[config.mk]
export PLATFORM = sky130hd
export DESIGN_NAME = imem_loader
export DESIGN_NICKNAME = d
export VERILOG_FILES = /design/src/rtl/cpu_defs.sv /design/src/rtl/imem_ram.sv /design/src/rtl/imem_loader.sv
export SDC_FILE = /design/constraint.sdc
export NUM_CORES = 2
export LEC_CHECK = 0
export CORE_ASPECT_RATIO = 1.75
export CORE_UTILIZATION = 55
export DETAILED_ROUTE_END_ITERATION = 7
export PLACE_DENSITY = 0.71
export SLEW_MARGIN = 10
export SYNTH_ARGS = -nofsm -noshare
export SYNTH_HDL_FRONTEND = slang
export SYNTH_HIERARCHICAL = 1
export SYNTH_SLANG_ARGS = --single-unit
export TNS_END_PERCENT = 100
[constraint.sdc]
create_clock -name clock -period 4.7 [get_ports clock]
set_clock_uncertainty 0.1 [all_clocks]
set_input_delay 0.94 -clock clock [delete_from_list [all_inputs] [get_ports clock]]
set_output_delay 0.94 -clock clock [all_outputs]
set_load 0.05 [all_outputs]
[src/rtl/cpu_defs.sv]
// Shared CPU definitions: opcodes, default widths and
// the instruction-memory loader state encoding.
package cpu_defs;

  localparam int IMEM_ADDR_W = 8;
  localparam int IMEM_DATA_W = 16;
  localparam int IMEM_DEPTH  = 256;

  localparam logic [3:0] OP_NOP  = 4'h0;
  localparam logic [3:0] OP_JUMP = 4'h4;
  localparam logic [3:0] OP_HALT = 4'hF;

  localparam logic [15:0] NOP_WORD = {OP_NOP, 12'h000};

  typedef enum logic [2:0] {
    ST_IDLE  = 3'd0,
    ST_LOAD  = 3'd1,
    ST_START = 3'd2,
    ST_RUN   = 3'd3,
    ST_ERR   = 3'd4
  } ld_state_t;

endpackage

[src/rtl/imem_ram.sv]
// Instruction RAM: one write port, asynchronous read port.
// Contents are never reset.
module imem_ram #(
  parameter int ADDR_W = 8,
  parameter int DATA_W = 16,
  parameter int DEPTH  = 256
) (
  input  logic              clock,
  input  logic              we,
  input  logic [ADDR_W-1:0] waddr,
  input  logic [DATA_W-1:0] wdata,
  input  logic [ADDR_W-1:0] raddr,
  output logic [DATA_W-1:0] rdata
);

  logic [DATA_W-1:0] mem [DEPTH];

  // write port
  always_ff @(posedge clock) begin
    if (we) mem[waddr] <= wdata;
  end

  assign rdata = mem[raddr];

endmodule

[src/rtl/imem_loader.sv]
// Program loader and instruction memory feeding the CPU.
// IMEM_PAD_EN: addresses at or beyond word_count read as NOP.
module imem_loader
  import cpu_defs::*;
#(
  parameter int ADDR_W = IMEM_ADDR_W,
  parameter int DATA_W = IMEM_DATA_W,
  parameter int DEPTH  = IMEM_DEPTH
) (
  input  logic              clock,
  input  logic              reset,
  input  logic              load_valid,
  output logic              load_ready,
  input  logic [DATA_W-1:0] load_data,
  input  logic              load_last,
  input  logic [ADDR_W-1:0] i_addr,
  output logic [DATA_W-1:0] i_datain,
  output logic              cpu_start,
  output logic              cpu_enable,
  output logic [ADDR_W:0]   word_count,
  output logic              load_err
);

  localparam logic [ADDR_W-1:0] LAST_PTR = ADDR_W'(DEPTH - 1);
  localparam logic [DATA_W-1:0] NOP_D    = DATA_W'(NOP_WORD);

  ld_state_t         state;
  logic [ADDR_W-1:0] wr_ptr;
  logic [DATA_W-1:0] ram_q;
  logic              accept;

  assign load_ready = (state == ST_IDLE) || (state == ST_LOAD);
  assign accept     = load_valid && load_ready;

  imem_ram #(
    .ADDR_W (ADDR_W),
    .DATA_W (DATA_W),
    .DEPTH  (DEPTH)
  ) u_ram (
    .clock (clock),
    .we    (accept),
    .waddr (wr_ptr),
    .wdata (load_data),
    .raddr (i_addr),
    .rdata (ram_q)
  );

  // load FSM, write pointer and registered CPU controls
  always_ff @(posedge clock) begin
    if (reset) begin
      state      <= ST_IDLE;
      wr_ptr     <= '0;
      word_count <= '0;
      load_err   <= 1'b0;
      cpu_start  <= 1'b0;
      cpu_enable <= 1'b0;
    end else begin
      cpu_start <= 1'b0;
      unique case (state)
        ST_IDLE, ST_LOAD: begin
          if (accept) begin
            wr_ptr     <= wr_ptr + 1'b1;
            word_count <= word_count + 1'b1;
            if (load_last) begin
              state      <= ST_START;
              cpu_start  <= 1'b1;
              cpu_enable <= 1'b1;
            end else if (wr_ptr == LAST_PTR) begin
              state    <= ST_ERR;
              load_err <= 1'b1;
            end else begin
              state <= ST_LOAD;
            end
          end
        end
        ST_START: state <= ST_RUN;
        ST_RUN:   state <= ST_RUN;
        ST_ERR:   state <= ST_ERR;
        default:  state <= ST_IDLE;
      endcase
    end
  end

  // instruction read: NOP until the program has been started
  always_comb begin
    i_datain = NOP_D;
    if (state == ST_START || state == ST_RUN) begin
      i_datain = ram_q;
`ifdef IMEM_PAD_EN
      if ({1'b0, i_addr} >= word_count) i_datain = NOP_D;
`endif
    end
  end

endmodule

==> impl_metrics.yaml <==
power:
  irDropWorstVdd_mv: 0.313
  finalPower_mw: 74.8
  p_leak_nw: 60.9
  cellPowerDensity_mw_per_mm2: 400
run_status:
  outcome: "finished with violations"
  violations: "negative setup slack"
drt:
  dr.max_layer_used: "met5"
  drt-pass1-iter-count: 5
  routed_via_density: 6.61
  final_antenna_net_count: 0
  route.met3.wl_mm: 34.3
  drc: 0
  route.met2.wl_mm: 227
  vias: 83400
  wl_per_cell_microns: 34.9
  drt_iter0_drc: 10300
  wl_mm: 441
  met1_length_mm: 146
yosys:
  synth_xor_xnor_area_share_pct: 0.0165
  syn_area_per_cell_sq_um: 21.3
  synth_cells: 7477
  ys_dominant_reg_cell: "edfxtp_1"
  synth_area_leader_cell: "edfxtp_1"
  synth_fa_ha_area_share_pct: 0.0157
  async_flop_share_pct: 0
  synthMuxAreaShare_pct: 15.4
  synth_top_area_share_pct: 77.1
  yosys.area_share.simple_pct: 1.80
  synthTopCellsByArea: "edfxtp_1 77%, mux4_2 11%, mux2i_1 3.5%"
  synth_compound_area_share_pct: 3.63
  synth_edf_count: 4096
  syn_area_sq_mm: 0.160
  ys_seq_area_share_pct: 77.4
  synth_seq_cells: 4119
  yosys_warnings: 6
  synth_top_family_by_area: "multiplexers"
  syn-num-nets: 7507
  synth_cell_types: 58
clock_network:
  clk_latency_ns: 0.92
  cts-root-buf: "clkbuf_16"
  clkSlewWorstSetupHoldPaths_ns: 0.06
  ctsLongestPathBuffers: 4
  cts_max_level: 5
  numCtsBuffers: 355
  cts_tree: "yes"
  cts_hold_buffers: 0
  cts.sinks: 4119
setup_path:
  crit-reg2reg-launch: "state[2]"
  rr_endpoint: "u_ram/mem[23][0]"
  path_delay_family: "buffers and inverters"
  cp-endpoint: "i_datain[4]"
  worstSetupEndpointType: "output pin"
  crit_top_cell: "buf_16"
  path_depth: 15
  r2r_slack_ns: 1.40
  worstPathRequired_ns: 3.66
  reg2regPathDepth: 6
  critical-path-slowest-cell: "or4b_4"
  critical_path_buf_inv_count: 8
  start_kind: "input port"
  critPathMaxStageDelay_ns: 0.55
  startpoint: "i_addr[0]"
  cp_max_fo: 8
  critPathArrivalTime_ns: 4.09
  path_class: "in2out"
  worstPathCellList: "buf_16 > buf_16 > buf_16 > buf_16 > buf_6 > mux2_4 > a221oi_4 > a22oi_2 > nand4_1 > buf_4 > or4b_4 > nor4_4 > buf_4 > and2_4 > buf_12"
floorplanning:
  coreArea_sq_mm: 0.289
  start_util_pct: 55.3
  design.die.area_sq_mm: 0.292
  die_x_microns: 409
  num_rows: 261
  die_h_microns: 714
  pin_count: 57
timing:
  holdWs_ns: 0.213
  finalCritPeriodShare_pct: 109
  fin_crit_ns: 5.13
  slew_headroom_pct: 20.7
  tightestPinTransition_ns: 1.19
  maxSlewViolCount: 0
  finalSetupTns_ns: -5.79
  setup_violations: 16
  finalHoldViolCount: 0
  grt_setup_unrepaired: "true"
  fin_ws_ns: -0.428
  fmax_ghz: 0.195
layout:
  final_cell_mix: "4096 x edfxtp_1, 851 x buf_4, 797 x mux4_2, 559 x mux2i_1, 371 x clkbuf_16"
  layout-drive-gt1-share_pct: 31.4
  area_growth_pct: 17.3
  finalNetCount: 8561
  fin_util_pct: 64.8
  final_common_cell: "edfxtp_1"
global_route:
  grt_util_all_layers_pct: 30.1
  grt_pass1_wl_mm: 621
  grt_max_degree: 162
  grt_pass1_vias: 84300
  antenna_found_initial: 10
  overflow: 0
hold_path:
  hold_path.class: "in2reg"
placement:
  dp_slack_ns: -1.20
  post-dp-hpwl_mm: 273
  portBuffers: 56
  gp_congestion: 0.961
run:
  drv_cap: 0
## report_power, final
part           switching (mW)  leakage, nW  internal [mW]
clock network            13.1         5.65           16.5
logic                    2.84         18.3           1.94
registers              0.0191         37.0           40.4
total                    16.0         60.9           58.8
## flip-flops by register name, summed over array words and instances, names as in the netlist
name	cells
cpu_start	1
u_ram/mem	4096
cpu_enable	1
state	3
word_count	9
wr_ptr	8
load_err	1
## final cells by class
cell class | instances | area [sq um]
fillers | 18500 | 102000
clock buffers | 420 | 9380
flip-flops and latches | 4119 | 123000
diodes | 5 | 12.5
repair buffers | 1154 | 12300
well taps | 3813 | 4770
clock inverters | 213 | 2170
multi-input cells | 2893 | 35000
inverters | 8 | 42.5
## synth_stat cells (20+ instances only)
cell type	count
edfxtp_1	4096
mux4_2	797
mux2i_1	565
nor2_1	312
o221ai_1	252
clkbuf_1	234
a21oi_1	193
o22ai_1	148
nor3_1	93
mux2_2	89
buf_6	78
buf_2	76
nand2_1	49
a22oi_1	43
o21ai_0	43
nand3_1	40
a22o_1	32
nand4_1	30
a221oi_1	28
buf_1	27
buf_4	26
dfxtp_1	23
o31ai_1	22
o32ai_1	20
## cell families after synthesis
family / after synthesis
and+or+nand+nor: 620
xor gates and xnor gates: 3
adders and majority gates: 2
AOI/OAI and AO/OA: 817
buffers and inverters: 465
DFF: 4119
muxes: 1451
## per-stage QoR
step	instances	cell area, sq um
4_1_cts	12600	186000
3_5_place_dp	11900	171000
2_1_floorplan	7477	160000
3_3_place_gp	11900	171000
6_report	12600	187000
5_1_grt	12600	187000
## routing by layer
metal  GRT usage (%)  vias up
li1                -    33800
met1            35.7    44000
met2            51.5     4629
met3            4.15     1003
met4            19.4        4
met5               0        -
## worst reg2reg max path, delay by kind of cell (launching register included)
family,cells,cell delay (ns)
buf+inv,3,1.35
flops,1,0.46
simple gates,3,1.05
## repair_timing
| item | CTS | global route |
|---|---|---|
| resized for setup | 302 | 127 |
| setup endpoints to repair | 16 | 16 |
| pin swaps | 52 | 67 |
| setup buffers | 77 | 34 |
| hold endpoints to repair | 0 | 0 |
| gates cloned | 27 | 6 |
## worst min path at each step
stage / startpoint / to / slack [ns] / cells after the start
6_report: load_data[1] / u_ram/mem[68][1] / 0.21 / 1
3_3_place_gp: load_err / load_err / 0.35 / 2
4_1_cts: load_data[1] / u_ram/mem[68][1] / 0.16 / 1
5_1_grt: load_data[1] / u_ram/mem[74][1] / 0.20 / 1
3_5_place_dp: load_err / load_err / 0.34 / 2
2_1_floorplan: wr_ptr[1] / wr_ptr[1] / 0.39 / 2
Note: power is estimated with default switching activity, not from simulation.
